--- config.mk ---
export PLATFORM = sky130hd
export DESIGN_NAME = bp_lce_busy_ctrl
export DESIGN_NICKNAME = d
export VERILOG_FILES = /design/src/rtl/bp_me_pkg.sv /design/src/rtl/bsg_counter_clear_up.sv /design/src/rtl/bsg_counter_up_down.sv /design/src/rtl/bp_lce_busy_ctrl.sv
export SDC_FILE = /design/constraint.sdc
export NUM_CORES = 1
export LEC_CHECK = 0
export ABC_AREA = 1
export BUFFER_PORTS_ARGS = -buffer_cell sky130_fd_sc_hd__buf_4
export CORE_MARGIN = 2
export CORE_UTILIZATION = 50
export DETAILED_ROUTE_END_ITERATION = 6
export PLACE_DENSITY = 0.83
export SYNTH_ARGS = -nofsm -noshare
export SYNTH_HDL_FRONTEND = slang
export SYNTH_SLANG_ARGS = --single-unit
export TNS_END_PERCENT = 5
--- constraint.sdc ---
create_clock -name clk_i -period 2.1 [get_ports clk_i]
set_input_delay 0.42 -clock clk_i [delete_from_list [all_inputs] [get_ports clk_i]]
set_output_delay 0.42 -clock clk_i [all_outputs]
set_load 0.05 [all_outputs]
--- src/rtl/bp_me_pkg.sv ---
// Shared types and helpers for the LCE memory-engine control blocks.
package bp_me_pkg;

    // Busy controller FSM: normal operation, or forced busy after a port starves.
    typedef enum logic [0:0] {
        e_run     = 1'b0,
        e_holdoff = 1'b1
    } bp_lce_busy_state_e;

    // Counter width helper that never returns zero, so a 1-value range still gets a bit.
    function automatic int unsigned safe_clog2(input int unsigned n);
        return (n <= 1) ? 1 : $clog2(n);
    endfunction

endpackage

--- src/rtl/bsg_counter_clear_up.sv ---
// Up counter with a clear. Clear and up together yield 1 (clear, then count).
module bsg_counter_clear_up
    import bp_me_pkg::*;
#(
    parameter int max_val_p = 4,
    parameter int width_p   = safe_clog2(max_val_p + 1)
) (
    input  logic               clk_i,
    input  logic               reset_i,
    input  logic               clear_i,
    input  logic               up_i,
    output logic [width_p-1:0] count_o
);

    // Count register; callers gate up_i so the count never passes max_val_p.
    always_ff @(posedge clk_i or posedge reset_i) begin
        if (reset_i) begin
            count_o <= '0;
        end else begin
            count_o <= (clear_i ? '0 : count_o) + width_p'(up_i);
            a_no_overflow: assert (!(up_i && !clear_i && count_o == width_p'(max_val_p)));
        end
    end

endmodule

--- src/rtl/bsg_counter_up_down.sv ---
// Saturating up/down counter in 0..max_val_p; simultaneous up and down cancel.
module bsg_counter_up_down
    import bp_me_pkg::*;
#(
    parameter int max_val_p = 8,
    parameter int width_p   = safe_clog2(max_val_p + 1)
) (
    input  logic               clk_i,
    input  logic               reset_i,
    input  logic               up_i,
    input  logic               down_i,
    output logic [width_p-1:0] count_o
);

    // Count register; an overflow or underflow request saturates and is flagged in simulation.
    always_ff @(posedge clk_i or posedge reset_i) begin
        if (reset_i) begin
            count_o <= '0;
        end else begin
            if (up_i && !down_i && count_o != width_p'(max_val_p)) begin
                count_o <= count_o + width_p'(1);
            end else if (down_i && !up_i && count_o != '0) begin
                count_o <= count_o - width_p'(1);
            end
            a_no_inc_at_full:  assert (!(up_i && !down_i && count_o == width_p'(max_val_p)));
            a_no_dec_at_empty: assert (!(down_i && !up_i && count_o == '0));
        end
    end

endmodule

--- src/rtl/bp_lce_busy_ctrl.sv ---
// LCE busy/throttle controller: combines credit state, engine readiness and
// per-port starvation detection into the cache request busy signal.
module bp_lce_busy_ctrl
    import bp_me_pkg::*;
#(
    parameter int ports_p               = 3,
    parameter int coh_noc_max_credits_p = 8,
    parameter int credits_p             = coh_noc_max_credits_p,
    parameter int timeout_max_limit_p   = 4,
    parameter int holdoff_max_p         = 8,
    localparam int lim_w_lp  = safe_clog2(timeout_max_limit_p + 1),
    localparam int cred_w_lp = safe_clog2(credits_p + 1),
    localparam int hold_w_lp = safe_clog2(holdoff_max_p)
) (
    input  logic                clk_i,
    input  logic                reset_i,
    input  logic [lim_w_lp-1:0] timeout_limit_i,
    input  logic [ports_p-1:0]  mem_pkt_v_i,
    input  logic [ports_p-1:0]  mem_pkt_yumi_i,
    input  logic                credit_inc_i,
    input  logic                credit_dec_i,
    input  logic                req_ready_i,
    input  logic                cmd_ready_i,
    output logic                cache_req_busy_o,
    output logic                credits_full_o,
    output logic                credits_empty_o,
    output logic                holdoff_o,
    output logic [ports_p-1:0]  starved_o
);

    logic [ports_p-1:0]   blocked;
    logic [ports_p-1:0]   timeout;
    logic [ports_p-1:0]   exit_clr;
    logic [ports_p-1:0]   cnt_clear;
    logic [ports_p-1:0]   cnt_up;
    logic [ports_p-1:0]   keep_mask;
    logic [ports_p-1:0]   new_timeout;
    logic [lim_w_lp-1:0]  limit_eff;
    logic [lim_w_lp-1:0]  port_cnt [ports_p];
    logic                 any_timeout;

    bp_lce_busy_state_e   state_q, state_n;
    logic [ports_p-1:0]   starved_q, starved_n;
    logic [hold_w_lp-1:0] hcnt_q, hcnt_n;
    logic [cred_w_lp-1:0] credit_cnt;

    // Out-of-range programmed limits clamp to the largest supported limit.
    assign limit_eff = (timeout_limit_i > lim_w_lp'(timeout_max_limit_p))
                     ? lim_w_lp'(timeout_max_limit_p) : timeout_limit_i;
    assign blocked   = mem_pkt_v_i & ~mem_pkt_yumi_i;

    // Per-port starvation counters. A count left above a newly lowered limit
    // still reads as timed out and simply holds.
    for (genvar g = 0; g < ports_p; g++) begin : g_port
        assign timeout[g]   = (limit_eff != '0) && (port_cnt[g] >= limit_eff);
        assign cnt_clear[g] = ~blocked[g] | exit_clr[g];
        assign cnt_up[g]    = blocked[g] & ~exit_clr[g] & (port_cnt[g] < limit_eff);

        bsg_counter_clear_up #(
            .max_val_p (timeout_max_limit_p),
            .width_p   (lim_w_lp)
        ) u_starve_cnt (
            .clk_i   (clk_i),
            .reset_i (reset_i),
            .clear_i (cnt_clear[g]),
            .up_i    (cnt_up[g]),
            .count_o (port_cnt[g])
        );
    end

    assign any_timeout = |timeout;
    // Only ports outside the current mask can start a fresh holdoff at exit.
    assign keep_mask   = starved_q & blocked;
    assign new_timeout = timeout & ~starved_q;

    bsg_counter_up_down #(
        .max_val_p (credits_p),
        .width_p   (cred_w_lp)
    ) u_credits (
        .clk_i   (clk_i),
        .reset_i (reset_i),
        .up_i    (credit_inc_i),
        .down_i  (credit_dec_i),
        .count_o (credit_cnt)
    );

    // State, starvation mask and holdoff countdown registers.
    always_ff @(posedge clk_i or posedge reset_i) begin
        if (reset_i) begin
            state_q   <= e_run;
            starved_q <= '0;
            hcnt_q    <= '0;
        end else begin
            state_q   <= state_n;
            starved_q <= starved_n;
            hcnt_q    <= hcnt_n;
        end
    end

    // Next-state logic: enter holdoff on timeout, shrink the mask as ports
    // make progress, leave when the mask empties or the window expires.
    always_comb begin
        state_n   = state_q;
        starved_n = starved_q;
        hcnt_n    = hcnt_q;
        exit_clr  = '0;
        unique case (state_q)
            e_run: begin
                if (any_timeout) begin
                    state_n   = e_holdoff;
                    starved_n = timeout;
                    hcnt_n    = hold_w_lp'(holdoff_max_p - 1);
                end
            end
            e_holdoff: begin
                starved_n = keep_mask;
                if (keep_mask == '0 || hcnt_q == '0) begin
                    // Ports still starving restart their count from zero.
                    exit_clr = keep_mask;
                    if (new_timeout != '0) begin
                        starved_n = new_timeout;
                        hcnt_n    = hold_w_lp'(holdoff_max_p - 1);
                    end else begin
                        state_n   = e_run;
                        starved_n = '0;
                    end
                end else begin
                    hcnt_n = hcnt_q - hold_w_lp'(1);
                end
            end
            default: begin
                state_n   = e_run;
                starved_n = '0;
            end
        endcase
    end

    assign holdoff_o        = (state_q == e_holdoff);
    assign starved_o        = starved_q;
    assign credits_full_o   = (credit_cnt == cred_w_lp'(credits_p));
    assign credits_empty_o  = (credit_cnt == '0);
    assign cache_req_busy_o = credits_full_o | any_timeout | holdoff_o
                            | ~cmd_ready_i | ~req_ready_i;

endmodule

### Word level (Yosys, flattened, before mapping)

Index checks and enable logic that the tools add are counted.

| operators by class | value |
|---|---|
| add/subtract/negate cells | 6 |
| $lt $le $gt $ge | 7 |
| equality and inequality tests | 4 |
| multiplexer cells | 20 |
| bitwise operators | 27 |
| reduce and logical (&&, ||, !) cells | 19 |

Operator list:

| cell | number |
|---|---|
| $mux W3 | 12 |
| $pmux W3 S2 | 2 |
| $add A3 B1 Y3 | 3 |
| $and A3 B3 Y3 | 3 |
| $ge A3 B3 Y1 | 3 |
| $lt A3 B3 Y1 | 3 |
| $not A1 Y1 | 9 |
| $mux W4 | 2 |
| $logic_and A1 B1 Y1 | 7 |
| $or A1 B1 Y1 | 7 |
| $and A1 B1 Y1 | 6 |
| $logic_not A3 Y1 | 2 |
| $not A3 Y3 | 2 |
| $reduce_bool A3 Y1 | 2 |
| $add A4 B1 Y4 const B | 1 |
| $eq A4 B4 Y1 const B | 1 |
| $logic_not A4 Y1 | 1 |
| $ne A4 B4 Y1 const B | 1 |
| $reduce_bool A4 Y1 | 1 |
| $sub A4 B1 Y4 const B | 1 |
| $gt A3 B3 Y1 const B | 1 |
| $mux W1 | 3 |
| $ne A3 B2 Y1 const B | 1 |
| $reduce_or A3 Y1 | 1 |
| other kinds (7) | 8 |

| word-level totals | value |
|---|---|
| register bits after elaboration | 20 |
| input bits | 15 |
| output and inout port bits | 7 |

### Longest topological paths before layout

| depth | value |
|---|---|
| depth in word-level cells | 11 |
| mapped depth | 13 |
| depth with buffers taken out | 13 |

### Cells and area by module

A second synthesis with hierarchy kept.

| unflattened totals | value |
|---|---|
| cells, all modules | 212 |
| area, all modules | 1632.8 µm² |

Modules (own cells, without submodules):

| module | instances | cells each | area each (µm²) |
|---|---|---|---|
| bp_lce_busy_ctrl | 1 | 122 | 877.1 |
| bsg_counter_clear_up | 3 | 16 | 142.6 |
| bsg_counter_up_down | 1 | 42 | 327.8 |

### Least setup slack after synthesis

Ideal clock, no wire load.

| path | value |
|---|---|
| path type | in2out |
| start | input timeout_limit_i[2] |
| end | output cache_req_busy_o |
| arrival | 2029 ps |
| path slack | -349 ps |
| stages | 11 |
| cells stage by stage | inv_2 > o21ai_0 > ha_1 > nand2_1 > inv_1 > nand2_1 > nand2_1 > nand2_1 > nand4_4 > inv_2 > nand4_1 |

| on the way | value |
|---|---|
| longest elaborated chain between the ends | 9 |
| elaborated cells on any way between the ends | 14 |
| classes of those cells | order compare (4); mux (1); bitwise (4); reduce/logical (5) |

Ends and longest elaborated chain:

| element | line | source |
|---|---|---|
| start: declaration | bp_lce_busy_ctrl.sv:17 | `input logic [lim_w_lp-1:0] timeout_limit_i,` |
| $gt A3 B3 Y1 | bp_lce_busy_ctrl.sv:48 | `assign limit_eff = (timeout_limit_i > lim_w_lp'(timeout_max_limit_p))` |
| $mux W3 (*) | bp_lce_busy_ctrl.sv:49 | `? lim_w_lp'(timeout_max_limit_p) : timeout_limit_i;` |
| $ge A3 B3 Y1 / $reduce_bool A3 Y1 (equally long branches) | bp_lce_busy_ctrl.sv:55 | `assign timeout[g] = (limit_eff != '0) && (port_cnt[g] >= limit_eff);` |
| $logic_and A1 B1 Y1 | bp_lce_busy_ctrl.sv:55 |  |
| $reduce_or A3 Y1 (*) | bp_lce_busy_ctrl.sv:71 | `assign any_timeout = \|timeout;` |
| $or A1 B1 Y1 (*) (2 in a row) | bp_lce_busy_ctrl.sv:142 | `assign cache_req_busy_o = credits_full_o \| any_timeout \| holdoff_o` |
| $or A1 B1 Y1 (*) (2 in a row) | bp_lce_busy_ctrl.sv:143 | `\| ~cmd_ready_i \| ~req_ready_i;` |
| end: declaration | bp_lce_busy_ctrl.sv:24 | `output logic cache_req_busy_o,` |

Mark *: on every way between the ends. The rest lies on a longest branch, timed or not.

### Worst setup path after layout

| path | value |
|---|---|
| start | register g_port[2].u_starve_cnt.count_o[1] |
| end | output cache_req_busy_o |

| on the way | value |
|---|---|
| longest elaborated chain between the ends | 7 |

Ends and longest elaborated chain:

| element | line | source |
|---|---|---|
| start: declaration | bsg_counter_clear_up.sv:12 | `output logic [width_p-1:0] count_o` |
| start signal: assignment | bsg_counter_clear_up.sv:20 | `count_o <= (clear_i ? '0 : count_o) + width_p'(up_i);` |
| $ge A3 B3 Y1 | bp_lce_busy_ctrl.sv:55 |  |
| $logic_and A1 B1 Y1 | bp_lce_busy_ctrl.sv:55 |  |
| $reduce_or A3 Y1 | bp_lce_busy_ctrl.sv:71 |  |
| $or A1 B1 Y1 (2 in a row) | bp_lce_busy_ctrl.sv:142 |  |
| $or A1 B1 Y1 (2 in a row) | bp_lce_busy_ctrl.sv:143 |  |

No other way between the ends.

==> results.cfg <==
[route]
drt_iter0_drc = 42
drtAntennaViolNets = 0
drc = 0
vias = 1317
routedWlPerCell_um = 12.27
finalWirelength_um = 3165
dr.pass1.iters = 4
viasPerCell = 5.105

[placed_design]
hpwl_um = 2222
port_buffers = 21
dp.cells = 243
dpl-instance-area_um2 = 1732
routabilityCongestion = 0.8569

[die]
start_util = 0.5254
pin_count = 22
die_y_um = 57.83
die-area_um2 = 3344
core_area_um2 = 2758
rows = 19
fp.dieW_um = 57.83

[power]
power_density_nw_per_um2 = 941.8
p_sw_uw = 874.3
finalPower_uw = 1831
internal_power_uw = 957.0
clock_power_share = 0.101
ir_drop_mv = 0.6728
leakage_uw = 0.001063
p_comb_frac = 0.562
switching_share = 0.4774
p_seq_frac = 0.336

[setup_path]
worstPathMaxFanout = 2
crit_path_end_kind = output pin
cp.required_ns = 1.68
critPathArrivalTime_ns = 1.77
worstSetupStartpointType = flop
critical_path_class = reg2out

[timing]
rsz0062_at_grt = yes
fin_setup_tns_ns = -0.09114
period_share = 1.043
whs_ns = 0.2340
setup_violations = 1
fmax_mhz = 456.4
hold_violations = 0
slew_violations = 0
setup_ws_ns = -0.09114
fin_worst_skew_ns = 0.0004821
post-route-min-period_ns = 2.191
slew_headroom = 0.5006
worst_slew_pin_slew_ns = 0.7483

[synth]
synth_largest_area_cell = dfrtp_1
seq_area_frac_synth = 0.3454
ys_warn_count = 0
syn-num-nets = 214
async_reset_ff_frac = 1.000
post-synth-top-count-cell = nand2_1
avgSynthCellArea_um2 = 7.961
synth_top_area_frac = 0.3454
synth_edf_count = 0
synth-seq-cells = 20
syn_inst = 182
synthTopCellsByArea = dfrtp_1 35%, ha_1 14%, nand2_1 11%, inv_1 8.0%, nand3_1 5.5%
ys_types = 26
synth.top_cells.by_count = 43 x nand2_1, 31 x inv_1, 20 x dfrtp_1
synth_area_um2 = 1449
yosys_most_used_dff = dfrtp_1

[job]
maxCapViolations = 0

[finish]
instances_no_fill = 258
fin_area_um2 = 1944
n_antenna_cell = 0
fill_cells = 200
drive_above_1_share = 0.3612
synthToLayoutAreaGrowth_pct = 34.20
layout.nets = 261

[hold_path]
hp-class = in2async

[clock_network]
htreeDepth = 1
cts_tree = built
clock_latency_ns = 0.31
cts_buffers = 3
cts_root_buf = clkbuf_4
ctsHoldBuffers = 0
cts_buffer_depth = 2
cts_num_sinks = 20
clkSlewWorstSetupHoldPaths_ns = 0.11

[global_route]
grt_pass1_wl_um = 5361
grt_use_total = 0.2063
gr-total-overflow = 0
antenna_found_initial = 0
grt_max_degree = 21
grt_pass1_vias = 1309

[run_status]
status = finished with violations
violations = negative setup slack
## path summary, 6_finish.rpt
path | from | end | slack [ns] | cells past startpoint
max | g_port[2].u_starve_cnt.count_o[1] | cache_req_busy_o | -0.09 | 10
min | reset_i | u_credits.count_o[0] | 0.23 | 2
max reg2reg | g_port[2].u_starve_cnt.count_o[2] | g_port[2].u_starve_cnt.count_o[2] | 0.03 | 14
min reg2reg | hcnt_q[1] | hcnt_q[1] | 0.49 | 2
max in group asynchronous | reset_i | g_port[1].u_starve_cnt.count_o[0] | 1.40 | 2
min in group clk_i | mem_pkt_yumi_i[1] | g_port[1].u_starve_cnt.count_o[2] | 0.49 | 6
## cell usage in the layout (no fill, tap or decap)
cell type and count:
a21o_1 1, a21oi_1 3, a21oi_2 4, a31oi_2 1, buf_4 39, buf_6 1, buf_8 2, clkbuf_4 3
dfrtp_1 20, fa_1 1, ha_1 12, ha_2 1, ha_4 3, inv_1 30, inv_2 4, inv_8 1
nand2_1 36, nand2_2 8, nand2_4 3, nand3_1 16, nand3_2 5, nand3b_1 2, nand4_1 1, nand4_2 1
nand4_4 1, nor2_1 11, nor2_2 2, nor2_4 1, o211ai_1 1, o21ai_0 5, o21ai_1 2, o21ai_4 2
xnor2_1 1, xor2_1 3
## registers in the layout, summed over array words and instances (netlist names)
register,cells
g_port.u_starve_cnt.count_o,9
u_credits.count_o,4
hcnt_q,3
starved_o,3
holdoff_o,1
## power groups by stage
stage	sequential, uW	combinational [uW]	clock [uW]
3_5_place_dp	621	989	0
4_1_cts	615	1010	189
3_3_place_gp	620	971	0
5_1_grt	641	1150	204
2_1_floorplan	730	603	0
6_report	616	1030	185
## layout make-up
cell class / instances / area, um2 / share of cell area
Tap cell: 31 / 38.79 / 0.01995
Inverter: 35 / 138.9 / 0.07143
Clock buffer: 3 / 22.52 / 0.01158
Timing Repair Buffer: 42 / 334.1 / 0.1718
Sequential cell: 20 / 500.5 / 0.2574
Multi-Input combinational cell: 127 / 909.6 / 0.4678
## cell families after synthesis
group / Yosys count / share of synthesized area
XOR/XNOR: 4 / 0.02418
flip-flops: 20 / 0.3454
buffers and inverters: 35 / 0.09067
AO/OA/AOI/OAI: 19 / 0.08464
AND/OR/NAND/NOR: 87 / 0.3031
adder cells (fa/ha/maj): 17 / 0.1520
## layer usage
| metal | routed length, um | share of wire | global-route usage | vias up |
|---|---|---|---|---|
| met5 | 0 | 0 | 0 | - |
| met4 | 74 | 0.023 | 0.08970 | 0 |
| met3 | 94 | 0.030 | 0.02009 | 7 |
| met2 | 1619 | 0.51 | 0.3750 | 27 |
| met1 | 1377 | 0.44 | 0.2457 | 610 |
| li1 | - | - | - | 673 |
## per-stage QoR
step / setup slack [ns] / utilization
4_1_cts: -0.08500 / 0.6819
3_5_place_dp: -0.1224 / 0.6279
6_report: -0.09114 / 0.7051
5_1_grt: -0.2068 / 0.7051
3_3_place_gp: -0.1065 / 0.6279
2_1_floorplan: -0.1791 / -
## what timing repair did
item	CTS	global route
endpoints found under the setup margin	1	4
buffers inserted	9	3
resized for setup	11	11
pin swaps	9	8
## critical path, cell delays in order (launching register included)
cell	delay, ns
dfrtp_1	0.41
ha_1	0.29
nand2_1	0.06
inv_1	0.04
nand2_2	0.06
nand2_2	0.08
nand2_4	0.08
nand4_4	0.10
inv_2	0.07
nand4_1	0.09
buf_6	0.17
(Power assumes the default switching activity.)
